$ cat src/rtl/ball_ctrl_pkg.sv
// Shared field geometry, FSM state type and helpers for the pong ball controller.
// Field values mirror the VGA display configuration (640x480 visible, 40-pixel border).
package ball_ctrl_pkg;

  localparam int unsigned COORD_W    = 10;
  localparam int unsigned SCORE_W    = 4;
  localparam int unsigned H_DISP     = 640;
  localparam int unsigned V_DISP     = 480;
  localparam int unsigned SLDE_W     = 40;
  localparam int unsigned DEF_BALL_W = 10;
  localparam int unsigned DEF_BODY_W = 10;
  localparam int unsigned DEF_BODY_L = 80;

  typedef enum logic [2:0] {
    ST_IDLE  = 3'd0,
    ST_SERVE = 3'd1,
    ST_PLAY  = 3'd2,
    ST_POINT = 3'd3,
    ST_OVER  = 3'd4
  } state_t;

  // 2-bit score increment that sticks at 3
  function automatic logic [1:0] sat_inc2(input logic [1:0] v);
    return (v == 2'd3) ? v : v + 2'd1;
  endfunction

endpackage

$ cat src/rtl/ball_ctrl_serve_timer.sv
// Counts enabled frame ticks while serving; done fires on the tick that reaches SERVE_FRAMES-1.
module ball_ctrl_serve_timer #(
  parameter int unsigned SERVE_FRAMES = 60
) (
  input  logic i_clk,
  input  logic i_rst_n,
  input  logic i_clr,
  input  logic i_en,
  output logic o_done_c
);

  localparam int unsigned CNT_W = (SERVE_FRAMES > 1) ? $clog2(SERVE_FRAMES) : 1;
  localparam logic [CNT_W-1:0] LAST = CNT_W'(SERVE_FRAMES - 1);

  logic [CNT_W-1:0] r_cnt;

  assign o_done_c = i_en && (r_cnt == LAST);

  always_ff @(posedge i_clk) begin
    if (!i_rst_n) begin
      r_cnt <= '0;
    end else if (i_clr) begin
      r_cnt <= '0;
    end else if (i_en) begin
      r_cnt <= o_done_c ? '0 : r_cnt + CNT_W'(1);
    end
  end

endmodule

$ cat src/rtl/ball_ctrl.sv
// Pong ball physics and score keeper: moves the ball once per frame tick, bounces it off
// the border and paddles, scores misses, re-serves from centre and stops at WIN_SCORE.
module ball_ctrl
  import ball_ctrl_pkg::*;
#(
  parameter int unsigned BALL_W       = DEF_BALL_W,
  parameter int unsigned PAD_W        = DEF_BODY_W,
  parameter int unsigned PAD_L        = DEF_BODY_L,
  parameter int unsigned PAD0_X       = 50,
  parameter int unsigned PAD1_X       = 580,
  parameter int unsigned SPEED        = 2,
  parameter int unsigned SERVE_FRAMES = 60,
  parameter int unsigned WIN_SCORE    = 3
) (
  input  logic               vga_clk,
  input  logic               sys_rst_n,
  input  logic               frame_tick,
  input  logic               start,
  input  logic               s,
  input  logic [COORD_W-1:0] padbody_y0,
  input  logic [COORD_W-1:0] padbody_y1,
  output logic [COORD_W-1:0] ball_x,
  output logic [COORD_W-1:0] ball_y,
  output logic [SCORE_W-1:0] score,
  output logic               guiwei,
  output logic               game_over
);

  // One extra bit so sums are compared before they can wrap
  localparam int unsigned XW = COORD_W + 1;

  localparam logic [COORD_W-1:0] CX       = COORD_W'((H_DISP - BALL_W) / 2);
  localparam logic [COORD_W-1:0] CY       = COORD_W'((V_DISP - BALL_W) / 2);
  localparam logic [COORD_W-1:0] SPD10    = COORD_W'(SPEED);
  localparam logic [COORD_W-1:0] TOP_Y    = COORD_W'(SLDE_W);
  localparam logic [COORD_W-1:0] BOT_Y    = COORD_W'(V_DISP - SLDE_W - BALL_W);
  localparam logic [COORD_W-1:0] PAD0_OUT = COORD_W'(PAD0_X + PAD_W);
  localparam logic [COORD_W-1:0] PAD1_OUT = COORD_W'(PAD1_X - BALL_W);

  localparam logic [XW-1:0] K_SPEED   = XW'(SPEED);
  localparam logic [XW-1:0] K_BALL    = XW'(BALL_W);
  localparam logic [XW-1:0] K_PAD_L   = XW'(PAD_L);
  localparam logic [XW-1:0] K_TOP_LIM = XW'(SLDE_W + SPEED);
  localparam logic [XW-1:0] K_BOT_LIM = XW'(V_DISP - SLDE_W);
  localparam logic [XW-1:0] K_PAD0_E  = XW'(PAD0_X + PAD_W);
  localparam logic [XW-1:0] K_PAD1_E  = XW'(PAD1_X);
  localparam logic [XW-1:0] K_MISS_L  = XW'(SLDE_W);
  localparam logic [XW-1:0] K_MISS_R  = XW'(H_DISP - SLDE_W);
  localparam logic [1:0]    K_WIN     = 2'(WIN_SCORE);

  state_t r_state;
  state_t w_state_nxt;

  logic [COORD_W-1:0] r_ball_x;
  logic [COORD_W-1:0] r_ball_y;
  logic               r_dx_neg;
  logic               r_dy_neg;
  logic [SCORE_W-1:0] r_score;
  logic               r_guiwei;
  logic               r_game_over;

  logic               w_run;
  logic               w_serve_en;
  logic               w_serve_clr;
  logic               w_serve_done;
  logic [XW-1:0]      w_bx;
  logic [XW-1:0]      w_by;
  logic [XW-1:0]      w_rx;
  logic [COORD_W-1:0] w_nx;
  logic [COORD_W-1:0] w_ny;
  logic               w_dx_neg;
  logic               w_dy_neg;
  logic               w_ovl0;
  logic               w_ovl1;
  logic               w_hit_l;
  logic               w_hit_r;
  logic               w_pt_l;
  logic               w_pt_r;

  assign w_run       = frame_tick && !s;
  assign w_serve_en  = (r_state == ST_SERVE) && w_run;
  assign w_serve_clr = (r_state != ST_SERVE);

  ball_ctrl_serve_timer #(
    .SERVE_FRAMES(SERVE_FRAMES)
  ) u_serve_timer (
    .i_clk   (vga_clk),
    .i_rst_n (sys_rst_n),
    .i_clr   (w_serve_clr),
    .i_en    (w_serve_en),
    .o_done_c(w_serve_done)
  );

  // Candidate next position/direction for one play tick, with wall, paddle and miss tests
  always_comb begin
    w_bx     = {1'b0, r_ball_x};
    w_by     = {1'b0, r_ball_y};
    w_rx     = r_dx_neg ? (w_bx - K_SPEED) : (w_bx + K_SPEED);
    w_nx     = w_rx[COORD_W-1:0];
    w_ny     = r_dy_neg ? (r_ball_y - SPD10) : (r_ball_y + SPD10);
    w_dx_neg = r_dx_neg;
    w_dy_neg = r_dy_neg;
    w_ovl0   = ((w_by + K_BALL) > {1'b0, padbody_y0}) && (w_by < ({1'b0, padbody_y0} + K_PAD_L));
    w_ovl1   = ((w_by + K_BALL) > {1'b0, padbody_y1}) && (w_by < ({1'b0, padbody_y1} + K_PAD_L));
    w_hit_l  = r_dx_neg && (w_bx >= K_PAD0_E) && (w_rx < K_PAD0_E) && w_ovl0;
    w_hit_r  = !r_dx_neg && ((w_bx + K_BALL) <= K_PAD1_E) && ((w_rx + K_BALL) > K_PAD1_E) && w_ovl1;
    w_pt_r   = r_dx_neg && !w_hit_l && (w_rx <= K_MISS_L);
    w_pt_l   = !r_dx_neg && !w_hit_r && ((w_rx + K_BALL) >= K_MISS_R);

    if (r_dy_neg && (w_by < K_TOP_LIM)) begin
      w_ny     = TOP_Y;
      w_dy_neg = 1'b0;
    end
    if (!r_dy_neg && ((w_by + K_BALL + K_SPEED) > K_BOT_LIM)) begin
      w_ny     = BOT_Y;
      w_dy_neg = 1'b1;
    end
    if (w_hit_l) begin
      w_nx     = PAD0_OUT;
      w_dx_neg = 1'b0;
    end
    if (w_hit_r) begin
      w_nx     = PAD1_OUT;
      w_dx_neg = 1'b1;
    end
  end

  always_ff @(posedge vga_clk) begin
    if (!sys_rst_n) begin
      r_state <= ST_IDLE;
    end else begin
      r_state <= w_state_nxt;
    end
  end

  // Dropping start aborts from any state
  always_comb begin
    w_state_nxt = r_state;
    if (!start) begin
      w_state_nxt = ST_IDLE;
    end else begin
      case (r_state)
        ST_IDLE:  w_state_nxt = ST_SERVE;
        ST_SERVE: if (w_serve_done) w_state_nxt = ST_PLAY;
        ST_PLAY:  if (w_run && (w_pt_l || w_pt_r)) w_state_nxt = ST_POINT;
        ST_POINT: w_state_nxt = ((r_score[3:2] == K_WIN) || (r_score[1:0] == K_WIN)) ? ST_OVER : ST_SERVE;
        ST_OVER:  w_state_nxt = ST_OVER;
        default:  w_state_nxt = ST_IDLE;
      endcase
    end
  end

  // Score and guiwei are updated on the miss edge so they are visible during POINT
  always_ff @(posedge vga_clk) begin
    if (!sys_rst_n) begin
      r_ball_x    <= CX;
      r_ball_y    <= CY;
      r_dx_neg    <= 1'b0;
      r_dy_neg    <= 1'b0;
      r_score     <= '0;
      r_guiwei    <= 1'b0;
      r_game_over <= 1'b0;
    end else begin
      r_guiwei    <= 1'b0;
      r_game_over <= (w_state_nxt == ST_OVER);
      if (!start) begin
        r_ball_x <= CX;
        r_ball_y <= CY;
      end else begin
        case (r_state)
          ST_IDLE: begin
            r_score  <= '0;
            r_ball_x <= CX;
            r_ball_y <= CY;
          end
          ST_PLAY: begin
            if (w_run) begin
              if (w_pt_l || w_pt_r) begin
                r_ball_x <= CX;
                r_ball_y <= CY;
                r_guiwei <= 1'b1;
                r_dx_neg <= w_pt_r;
                if (w_pt_l) r_score[3:2] <= sat_inc2(r_score[3:2]);
                else        r_score[1:0] <= sat_inc2(r_score[1:0]);
              end else begin
                r_ball_x <= w_nx;
                r_ball_y <= w_ny;
                r_dx_neg <= w_dx_neg;
                r_dy_neg <= w_dy_neg;
              end
            end
          end
          default: ;
        endcase
      end
    end
  end

  assign ball_x    = r_ball_x;
  assign ball_y    = r_ball_y;
  assign score     = r_score;
  assign guiwei    = r_guiwei;
  assign game_over = r_game_over;

endmodule

$ cat config.mk
export PLATFORM = sky130hd
export DESIGN_NAME = ball_ctrl
export DESIGN_NICKNAME = d
export VERILOG_FILES = /design/src/rtl/ball_ctrl_pkg.sv /design/src/rtl/ball_ctrl_serve_timer.sv /design/src/rtl/ball_ctrl.sv
export SDC_FILE = /design/constraint.sdc
export NUM_CORES = 1
export LEC_CHECK = 0
export ABC_CLOCK_PERIOD_IN_PS = 5200
export BUFFER_PORTS_ARGS = -buffer_cell sky130_fd_sc_hd__buf_2
export CORE_MARGIN = 5
export CORE_UTILIZATION = 56
export DETAILED_ROUTE_END_ITERATION = 7
export PLACE_DENSITY_LB_ADDON = 0.1
export SETUP_SLACK_MARGIN = 0.05
export SLEW_MARGIN = 25
export SYNTH_ARGS = -nofsm -noshare
export SYNTH_HDL_FRONTEND = slang
export SYNTH_SLANG_ARGS = --single-unit
export TNS_END_PERCENT = 100
$ cat constraint.sdc
create_clock -name vga_clk -period 5.2 [get_ports vga_clk]
set_clock_uncertainty 0.05 [all_clocks]
set_input_delay 1.56 -clock vga_clk [delete_from_list [all_inputs] [get_ports vga_clk]]
set_output_delay 1.56 -clock vga_clk [all_outputs]
set_load 0.02 [all_outputs]
# After elaboration in Yosys (flattened, before gate mapping)
# Index checks and enable logic that the tools add are counted.
dict set report totals {
  ff_bits 37
  inputBits 25
  output_inout_bits 26
  elab_cells 120
}
dict set report op_classes {
  add_sub_neg 13
  bitwise 2
  n_eq_ne 15
  n_reduce_logical 37
  mux 31
  order_cmp 12
}
# operator count
set ops {}
lappend ops {{$mux 10} 9}
lappend ops {{$pmux 10 s2} 2}
lappend ops {{$add 10x4->11 const B} 2}
lappend ops {{$add 10x7->11 const B} 2}
lappend ops {{$gt 11x10->1} 2}
lappend ops {{$lt 10x11->1} 2}
lappend ops {{$logic_and 1x1->1} 18}
lappend ops {{$pmux 3 s5} 1}
lappend ops {{$mux 3} 4}
lappend ops {{$ne 2x2->1 const B} 6}
lappend ops {{$reduce_and 6->1} 2}
lappend ops {{$add 10x2->11 const B} 1}
lappend ops {{$add 11x2->11 const B} 1}
lappend ops {{$add 11x4->11 const B} 1}
lappend ops {{$ge 11x10->1 const B} 1}
lappend ops {{$gt 11x10->1 const B} 1}
lappend ops {{$gt 11x9->1 const B} 1}
lappend ops {{$le 11x10->1 const B} 1}
lappend ops {{$le 11x6->1 const B} 1}
lappend ops {{$lt 11x6->1 const B} 1}
lappend ops {{$mux 11} 1}
lappend ops {{$sub 10x2->11 const B} 1}
lappend ops {{$add 10x2->10 const B} 1}
lappend ops {{$ge 10x6->1 const B} 1}
lappend ops {{25 further kinds} 47}

# Longest topological paths before layout
# Gate-level depths: netlist of run 1.
dict set report logic_depth {
  depth_word 15
  depth_mapped 16
  ltp_nobuf 14
}

# Modules after synthesis
# Synthesis of run 1 repeated with hierarchy kept, for this count alone.
dict set report unflattened {
  hier_cells 549
  area_unflattened_um2 4360.4
}
# module seq_area_each_um2 cells_each area_per_inst_um2 instances
set by_module_without_submodules {}
lappend by_module_without_submodules {ball_ctrl 620.6 514 4051.4 1}
lappend by_module_without_submodules {ball_ctrl_serve_timer 120.1 35 309.0 1}

# Worst setup path before layout of run 1
# No wires, ideal clock.
dict set report synth_path {
  path_kind {input port to flip-flop}
  startpoint {in padbody_y1[4]}
  endpoint {reg r_dx_neg}
  t_arrival_ns 3.779
  path_buffers 1
  stages 11
  t_required_ns 5.035
  setup_ns 0.115
  path_slack_ns 1.256
  cell_sequence {ha_1 > o21ai_0 > xnor2_1 > ha_1 > o221ai_1 > or4b_2 > o211ai_1 > a2111o_1 > buf_6 > a21oi_1 > o21a_1}
}
dict set report synth_via {
  elab_chain_cells 10
  word_cells_on_any_way 13
  classes_between {add/sub (1); order compare (2); mux (2); reduce/logical (8)}
}
# item line_no
set synth_lines {}
lappend synth_lines {{start: declaration} ball_ctrl.sv:21} ;# input logic [COORD_W-1:0] padbody_y1,
lappend synth_lines {{$add 10x7->11} ball_ctrl.sv:104} ;# w_ovl1 = ((w_by + K_BALL) > {1'b0, padbody_y1}) && (w_by < ({1'b0, padbody_y1} + K_PAD_L));
lappend synth_lines {{$lt 10x11->1} ball_ctrl.sv:104}
lappend synth_lines {{$logic_and 1x1->1 (*)} ball_ctrl.sv:104}
lappend synth_lines {{$logic_and 1x1->1 (*)} ball_ctrl.sv:106} ;# w_hit_r = !r_dx_neg && ((w_bx + K_BALL) <= K_PAD1_E) && ((w_rx + K_BALL) > K_PAD1_E) && w_ovl1;
lappend synth_lines {{$logic_not 1->1} ball_ctrl.sv:108} ;# w_pt_l = !r_dx_neg && !w_hit_r && ((w_rx + K_BALL) >= K_MISS_R);
lappend synth_lines {{$logic_and 1x1->1 (2 in a row)} ball_ctrl.sv:108}
lappend synth_lines {{$logic_or 1x1->1} ball_ctrl.sv:178} ;# if (w_pt_l || w_pt_r) begin
lappend synth_lines {{$reduce_bool 3->1 (no source line)} n/a}
lappend synth_lines {{$reduce_and 4->1 (no source line)} n/a}
lappend synth_lines {{end signal: assignment} ball_ctrl.sv:182} ;# r_dx_neg <= w_pt_r;
lappend synth_lines {{end signal: assignment} ball_ctrl.sv:188} ;# r_dx_neg <= w_dx_neg;
lappend synth_lines {{end: declaration} ball_ctrl.sv:56} ;# logic r_dx_neg;
# Mark *: on every way between the ends. The rest lies on a longest branch, timed or not.
# A chain may end at the register's enable or synchronous reset.

# Worst setup path in the final report of run 1
dict set report layout_path {
  startpoint {in padbody_y1[4]}
  endpoint {reg r_ball_x[9], in the netlist ball_x[9]}
}
dict set report layout_via {
  elab_chain_cells 11
  word_cells_on_any_way 13
  classes_between {add/sub (1); order compare (2); mux (4); reduce/logical (6)}
}
# item line_no
set layout_lines {}
lappend layout_lines {{$add 10x7->11} ball_ctrl.sv:104}
lappend layout_lines {{$lt 10x11->1} ball_ctrl.sv:104}
lappend layout_lines {{$logic_and 1x1->1 (*)} ball_ctrl.sv:104}
lappend layout_lines {{$logic_and 1x1->1 (*)} ball_ctrl.sv:106}
lappend layout_lines {{$logic_not 1->1} ball_ctrl.sv:108}
lappend layout_lines {{$logic_and 1x1->1 (2 in a row)} ball_ctrl.sv:108}
lappend layout_lines {{$logic_or 1x1->1} ball_ctrl.sv:178}
lappend layout_lines {{$mux 10 (*)} ball_ctrl.sv:178}
lappend layout_lines {{$mux 10 (*)} ball_ctrl.sv:177} ;# if (w_run) begin
lappend layout_lines {{$pmux 10 s2 (*)} ball_ctrl.sv:170} ;# case (r_state)
lappend layout_lines {{end signal: assignment} ball_ctrl.sv:186} ;# r_ball_x <= w_nx;
lappend layout_lines {{end: declaration} ball_ctrl.sv:54} ;# logic [COORD_W-1:0] r_ball_x;
# Mark *: on every way between the ends. The rest lies on a longest branch, timed or not. The select of a mux whose other input is x is not followed.

==> results of run 1 <==
[placed cells by master, fill, tap and decap left out, types with 7 or more instances in the layout]
cell type	instances
a21o_1	7
o21ai_0	36
o21bai_1	7
nand3_1	14
inv_1	39
dfxtp_1	37
nand4_1	10
xnor2_1	19
nand2_1	39
ha_1	65
xor2_1	16
a211oi_1	7
o211ai_1	10
nor3_1	11
a21oi_1	34
buf_2	50
nor2_1	43
o21a_1	12
[flip-flops by register name, indices dropped and copies added, names as in the netlist]
name                 cells
r_dy_neg                 1
r_dx_neg                 1
u_serve_timer.r_cnt      6
ball_x                  10
game_over                1
r_state                  3
score                    4
ball_y                  10
guiwei                   1
[worst reg2reg max path, cell delays in order (launching register included)]
cell	delay, ns
dfxtp_1	0.45
buf_4	0.24
fa_1	0.49
a211oi_1	0.28
nor2_1	0.11
or4_4	0.55
o31a_1	0.32
o31ai_1	0.27
o22ai_1	0.14
a2111o_1	0.67
a21oi_2	0.52
o221a_2	0.28
[worst paths after layout]
| check | startpoint | endpoint | slack [ns] |
|---|---|---|---|
| setup / recovery | padbody_y1[4] | ball_x[9]$_SDFFE_PN0P_ | 0.78 |
| hold / removal | ball_y[0]$_SDFFE_PN1P_ | ball_y[0]$_SDFFE_PN1P_ | 0.48 |
| setup reg to reg | r_dx_neg$_SDFFE_PN0P_ | ball_x[9]$_SDFFE_PN0P_ | 0.79 |
| hold reg to reg | ball_y[0]$_SDFFE_PN1P_ | ball_y[0]$_SDFFE_PN1P_ | 0.48 |
[per-layer routing]
layer | wire length (um) | global-route usage
met5 | 0 | 0
met4 | 87 | 0.0426
met3 | 484 | 0.0314
met2 | 5120 | 0.372
met1 | 5260 | 0.317
[kinds of logic after synthesis]
| group | Yosys count | share of synthesized area |
|---|---|---|
| and+or+nand+nor | 162 | 0.188 |
| adders and majority gates | 68 | 0.200 |
| DFF | 37 | 0.171 |
| AOI/OAI and AO/OA | 182 | 0.300 |
| muxes | 4 | 0.0101 |
| buffers and inverters | 54 | 0.0547 |
| xor gates and xnor gates | 36 | 0.0761 |
[where the power goes]
part	switching, mW	internal [mW]	total, mW
Combinational	0.0532	0.0417	0.0949
Clock	0.0912	0.0951	0.186
Sequential	0.00132	0.284	0.285
Total	0.146	0.421	0.567
[layout make-up]
| type | count | area [um2] |
|---|---|---|
| clock buffers | 8 | 80.1 |
| fillers | 703 | 2880 |
| inverters | 39 | 146 |
| multi-input cells | 452 | 3350 |
| flip-flops and latches | 37 | 741 |
| well taps | 102 | 128 |
| repair buffers | 54 | 280 |
[stage by stage]
stage               total power, mW  worst slack [ns]  cell area, um2  cells   util
floorplan                     0.356              1.26            4330    543      -
global placement              0.383             0.583            4640    684  0.611
detailed placement            0.386             0.503            4640    684  0.611
CTS                           0.572             0.798            4720    692  0.621
global route                  0.601             0.525            4720    692  0.621
finish                        0.567             0.780            4720    692  0.621
==> summary.md, run 1 <==
| Metric | Value |
|---|---|
| Run status | complete, no violations |
| Die Area | about 9600 um2 |
| Sequential share of the synthesized area | 0.171 |
| Overall die height | slightly below 100 um |
| WP buf/inv | 1 |
| Initial Util | 0.569 |
| Max VDD drop | roughly 0.00018 V |
| Gate Count Post-Synth | around 540 |
| DRC | 0 |
| Buffer count from post-CTS setup fixing | 0 |
| PD cells | approximately 120 nW/um2 |
| H-tree depth | 2 |
| Post-CTS sizing | 0 |
| Final period util | 0.850 |
| Port Buffers | 50 |
| Post-CTS Hold Fix Bufs | 0 |
| Sink Count | 37 |
| Synth Register Bits | 37 |
| MaxCap Viol Count | 0 |
| Die W | 97.9 um |
| Post-DRT Antenna Nets | 0 |
| IO Pins | around 50 |
| Achievable Freq | 226 MHz |
| # setup viols final | 0 |
| Core Box Area | about 7600 um2 |
| Initial antenna violation count | 0 |
| CP Launch Type | input port |
| Post-synth top area cell | ha_1 |
| Ratio of cells with drive above 1 in the final layout | 0.154 |
| Diodes inserted | 0 |
| Sum Neg Setup Slack | 0 ns |
| CP required | approximately 5.4 ns |
| Max-slew violation count | 0 |
| Hold Fails Final Rpt | 0 |
| Largest net degree at the start of global routing | 19 |
| Clock-pin transition on the worst setup and hold timing paths | 0.07 ns |
| Most frequent cell after synthesis | ha_1 |
| Worst path max stage delay | 0.64 ns |
| R2r worst-path depth | 11 |
| LEAKAGE | ~2.2 nW |
| Worst Path Max Fanout | 15 |
| Dpl hpwl | a little under 9000 um |
| Post-synth top cells | ha_1, nor2_1, inv_1, nand2_1, dfxtp_1 |
| Cell depth of the worst setup path | 12 |
| CTS Buf Count | 5 |
| Vias in the first global route | 3990 |
| Arr. time, crit path | between 4 and 5 ns |
| DR vias/cell | 6.08 |
| # nets final | 681 |
| Unique masters post-synth | about 80 |
| Worst hold margin | approximately 0.48 ns |
| Initial DRC count | 202 |
| Syn Std Cell Area | 4330 um2 |
| WS Path Type | input port to flip-flop |
| Fin crit period | roughly 4.4 ns |
| Slowest-stage cell, CP | a2111o_1 |
| Gr usage total | 0.226 |
| EDFF count, synth | 0 |
| Clk_lat worst skew | around 0.28 ns |
| Top cell type's share of synthesized area | 0.188 |
| Detailed Route WL | approximately 11000 um |
| Syn-to-layout area delta | 9.20% |
| Worst path cell trace | buf_2, ha_1, o21ai_0, xnor2_1, ha_1, o221ai_1, o21ai_0, a221oi_1, o211ai_1, a2111o_1, a21oi_2, o221a_2 |
| GRT overflow | 0 |
| Worst slew pin tran | slightly above 0.8 ns |
| TritonCTS clock tree | built |
| CTS Buffer Depth | 2 |
| Row cnt | 32 |
| Crit. End Element | flip-flop |
| First-pass DRT Iterations | 7 |
| Syn Nets | 635 |
| RePlAce Congestion | about 0.9 |
| DR vias | ~4200 |
| Syn Area/Cell | 7.97 um2 |
| Hold WC Path Type | flip-flop to flip-flop |
| Synth warn | 0 |
| First-pass GRT wire length | about 19000 um |
| Fraction of registers with async set/reset | 0 |
| Top FF cell, synth | dfxtp_1 |
| RSZ-0062 raised after global routing | no |
| WL/cell | 15.8 um |
| Synth top area cells | ha_1, dfxtp_1, o21ai_0, a21oi_1, xnor2_1 |
| CTS root buf | clkbuf_8 |
| CP delay by family, top | compound AO/OA/AOI/OAI gates |
| Rel. slew slack | 0.443 |
| Hold path cells | 2 |
Power figures use the tool's default switching activity.
==> run 2: changes to the inputs <==
ABC_CLOCK_PERIOD_IN_PS = 4500   (was 5200)
CTS_BUF_LIST = sky130_fd_sc_hd__clkbuf_8   (was not set)
clock period = 4.5 ns   (was 5.2 ns; I/O delays follow)
==> run 2 against run 1 <==
Effect of this change:
- utilization is 0.61 points higher
- critical path depth shrank 2
- sequential share of layout area down 0.15 points
- final cell count rose by 0.58%
- hold slack got worse by 0.014 ns
- non-clock buffer count rose by 5
- largest power group unchanged
- flip-flop and latch count stayed put
- die area stayed put
- clock power up 20%
- worst setup slack worse by 0.42 ns
- first-iteration DRC count up 0.99%
==> summary.md, run 2 (synthesis results as in run 1) <==
| Metric | Value |
|---|---|
| Run status | complete, no violations (unchanged) |
| CTS root buf | clkbuf_8 (unchanged) |
| Final period util | 0.920 |
| DRC | 0 (unchanged) |
| Initial DRC count | 204 (was 202) |
| Commonest cells after routing, fill and taps aside | ha_1, buf_2, nor2_1 (unchanged) |
| DR vias/cell | 6.08 (about the same) |
| R2r worst-path depth | 10 (was 11) |
| Worst slew pin tran | 0.981 ns (was 0.815 ns) |
| CP required | 4.62 ns (was 5.38 ns) |
| Final core utilization | 0.627 (was 0.621) |
| H-tree depth | 2 (unchanged) |
| Initial antenna violation count | 0 (unchanged) |
| P_sw | 0.167 mW (was 0.146 mW) |
| Die Area | 9580 um2 (unchanged) |
| Worst path max stage delay | 0.73 ns (was 0.64 ns) |
| Internal reg-to-reg setup slack | 0.36 ns (was 0.79 ns) |
| Slowest-stage cell, CP | a2111oi_0 (was a2111o_1) |
| Clock-pin transition on the worst setup and hold timing paths | 0.07 ns (about the same) |
| First-pass GRT wire length | 18600 um (about the same) |
| IO Pins | 51 (unchanged) |
| Core Box Area | 7610 um2 (unchanged) |
| CTS Buf Count | 5 (unchanged) |
| Diodes inserted | 0 (unchanged) |
| Pwr Total | 0.663 mW (was 0.567 mW) |
| Worst path cell trace | buf_4, ha_1, o211ai_1, o21ai_0, xnor2_1, nand3_1, a2111oi_0, o311ai_0, and2_4, a32o_1 (was buf_2, ha_1, o21ai_0, xnor2_1, ha_1, o221ai_1, o21ai_0, a221oi_1, o211ai_1, a2111o_1, a21oi_2, o221a_2) |
| PD cells | 139 nW/um2 (was 120 nW/um2) |
| Pint | 0.495 mW (was 0.421 mW) |
| Initial Util | 0.569 (unchanged) |
| TritonCTS clock tree | built (unchanged) |
| DR vias | 4231 (was 4208) |
| Setup WS post-layout | 0.358 ns (was 0.780 ns) |
| Worst hold margin | 0.465 ns (was 0.479 ns) |
| Largest net degree at the start of global routing | 19 (unchanged) |
| Dpl hpwl | 8920 um (was 8780 um) |
| Post-CTS sizing | 0 (unchanged) |
| Arr. time, crit path | 4.27 ns (was 4.60 ns) |
| Die W | 97.9 um (unchanged) |
| Hold WC Path Type | flip-flop to flip-flop (unchanged) |
| Crit. End Element | flip-flop (unchanged) |
| LEAKAGE | 2.20 nW (was 2.17 nW) |
| Combinational share of power | 0.164 (was 0.167) |
| GRT overflow | 0 (unchanged) |
| Overall die height | 97.9 um (unchanged) |
| WS Path Type | flip-flop to flip-flop (was input port to flip-flop) |
| # nets final | 686 (was 681) |
| Fin crit period | 4.14 ns |
| CP Launch Type | flip-flop (was input port) |
| Achievable Freq | 241 MHz |
| Crit path to | ball_x[6]$_SDFFE_PN0P_ (was ball_x[9]$_SDFFE_PN0P_) |
| First-pass DRT Iterations | 5 (was 7) |
| RePlAce Congestion | 0.848 (was 0.887) |
| CTS Buffer Depth | 2 (unchanged) |
| Detailed Route WL | 11100 um (was 10900 um) |
| Sink Count | 37 (unchanged) |
| MaxCap Viol Count | 0 (unchanged) |
| # setup viols final | 0 (unchanged) |
| Clock share of power | 0.337 (was 0.329) |
| Rel. slew slack | 0.338 (was 0.443) |
| Ratio of cells with drive above 1 in the final layout | 0.165 (was 0.154) |
| Gr usage total | 0.226 (about the same) |
| Critical Path Start | r_dx_neg$_SDFFE_PN0P_ (was padbody_y1[4]) |
| Syn-to-layout area delta | 10.3% (was 9.20%) |
| Clk_lat worst skew | 0.28 ns (about the same) |
| RR Startpoint | r_dx_neg$_SDFFE_PN0P_ (unchanged) |
| Hold Fails Final Rpt | 0 (unchanged) |
| Fill count | 725 (was 703) |
| Sum Neg Setup Slack | 0 ns (unchanged) |
| WL/cell | 16.0 um (was 15.8 um) |
| Vias in the first global route | 4021 (was 3990) |
| Port Buffers | 50 (unchanged) |
| Max-slew violation count | 0 (unchanged) |
| Seq pwr share | 0.499 (was 0.504) |
| Sw frac | 0.252 (was 0.257) |
| RSZ-0062 raised after global routing | no (unchanged) |
| Buffer count from post-CTS setup fixing | 0 (unchanged) |
| Post-CTS Hold Fix Bufs | 0 (unchanged) |
| Dpl ws | 0.330 ns (was 0.503 ns) |
| Most common cell after layout, fill and taps aside | ha_1 (unchanged) |
| End of the worst register-to-register path | ball_x[6]$_SDFFE_PN0P_ (was ball_x[9]$_SDFFE_PN0P_) |
| Max VDD drop | 0.000213 V (was 0.000175 V) |
| Post-DRT Antenna Nets | 0 (unchanged) |
| Worst Path Max Fanout | 12 (was 15) |
| Row cnt | 32 (unchanged) |
## run 2: cell types whose count changed in the layout (fill, tap and decap cells not counted)
| cell | delta |
|---|---|
| clkbuf_1 | -3 |
| inv_1 | +1 |
| o311ai_1 | -1 |
| clkbuf_8 | +1 |
| nor2_2 | +1 |
| nor2_1 | -1 |
| o311ai_0 | +1 |
| buf_4 | +5 |
## run 2: worst max-delay path: cells and delay by family, from the launching register on
| family | cells | cell delay [ns] |
|---|---|---|
| compound gates | 5 | 2.01 |
| flops | 1 | 0.43 |
| fa+ha+maj | 1 | 0.35 |
| simple gates | 2 | 0.47 |
| buf+inv | 1 | 0.24 |
| xor+xnor | 1 | 0.49 |
## run 2: power groups by stage
stage | sequential [mW] | combinational [mW] | clock (mW)
4_1_cts | 0.330 | 0.108 | 0.229
2_1_floorplan | 0.338 | 0.0743 | 0
3_5_place_dp | 0.338 | 0.108 | 0
5_1_grt | 0.330 | 0.124 | 0.248
3_3_place_gp | 0.338 | 0.104 | 0
6_report | 0.331 | 0.109 | 0.224
## run 2: how the worst min path moves through the flow
stage	start	end	slack, ns	cells past startpoint
3_3_place_gp	u_serve_timer.r_cnt[5]$_SDFFE_PP0P_	u_serve_timer.r_cnt[5]$_SDFFE_PP0P_	0.44	2
6_report	u_serve_timer.r_cnt[5]$_SDFFE_PP0P_	u_serve_timer.r_cnt[5]$_SDFFE_PP0P_	0.46	2
4_1_cts	u_serve_timer.r_cnt[5]$_SDFFE_PP0P_	u_serve_timer.r_cnt[5]$_SDFFE_PP0P_	0.47	2
2_1_floorplan	u_serve_timer.r_cnt[5]$_SDFFE_PP0P_	u_serve_timer.r_cnt[5]$_SDFFE_PP0P_	0.42	2
3_5_place_dp	u_serve_timer.r_cnt[5]$_SDFFE_PP0P_	u_serve_timer.r_cnt[5]$_SDFFE_PP0P_	0.46	2
5_1_grt	u_serve_timer.r_cnt[5]$_SDFFE_PP0P_	u_serve_timer.r_cnt[5]$_SDFFE_PP0P_	0.50	2
## run 2: per-layer routing
metal	vias up	track usage	routed length, um
met4	0	0.0351	90
met5	-	0	0
met3	11	0.0250	403
met2	85	0.379	5240
met1	2000	0.319	5390
li1	2135	-	-
## run 2: cell type report
cell class | instances | area (um2) | area share
inverter | 39 | 146 | 0.0307
clock inverter | 1 | 3.75 | 0.000787
sequential | 37 | 741 | 0.155
clock buffer | 6 | 82.6 | 0.0173
multi-input combinational | 452 | 3350 | 0.703
tap | 102 | 128 | 0.0268
timing repair buffer | 59 | 318 | 0.0666
## run 2: metrics by stage
stage               std cells  area (um2)
finish                    696        4770
CTS                       696        4770
detailed placement        689        4680
floorplan                 543        4330
global route              696        4770
global placement          689        4680
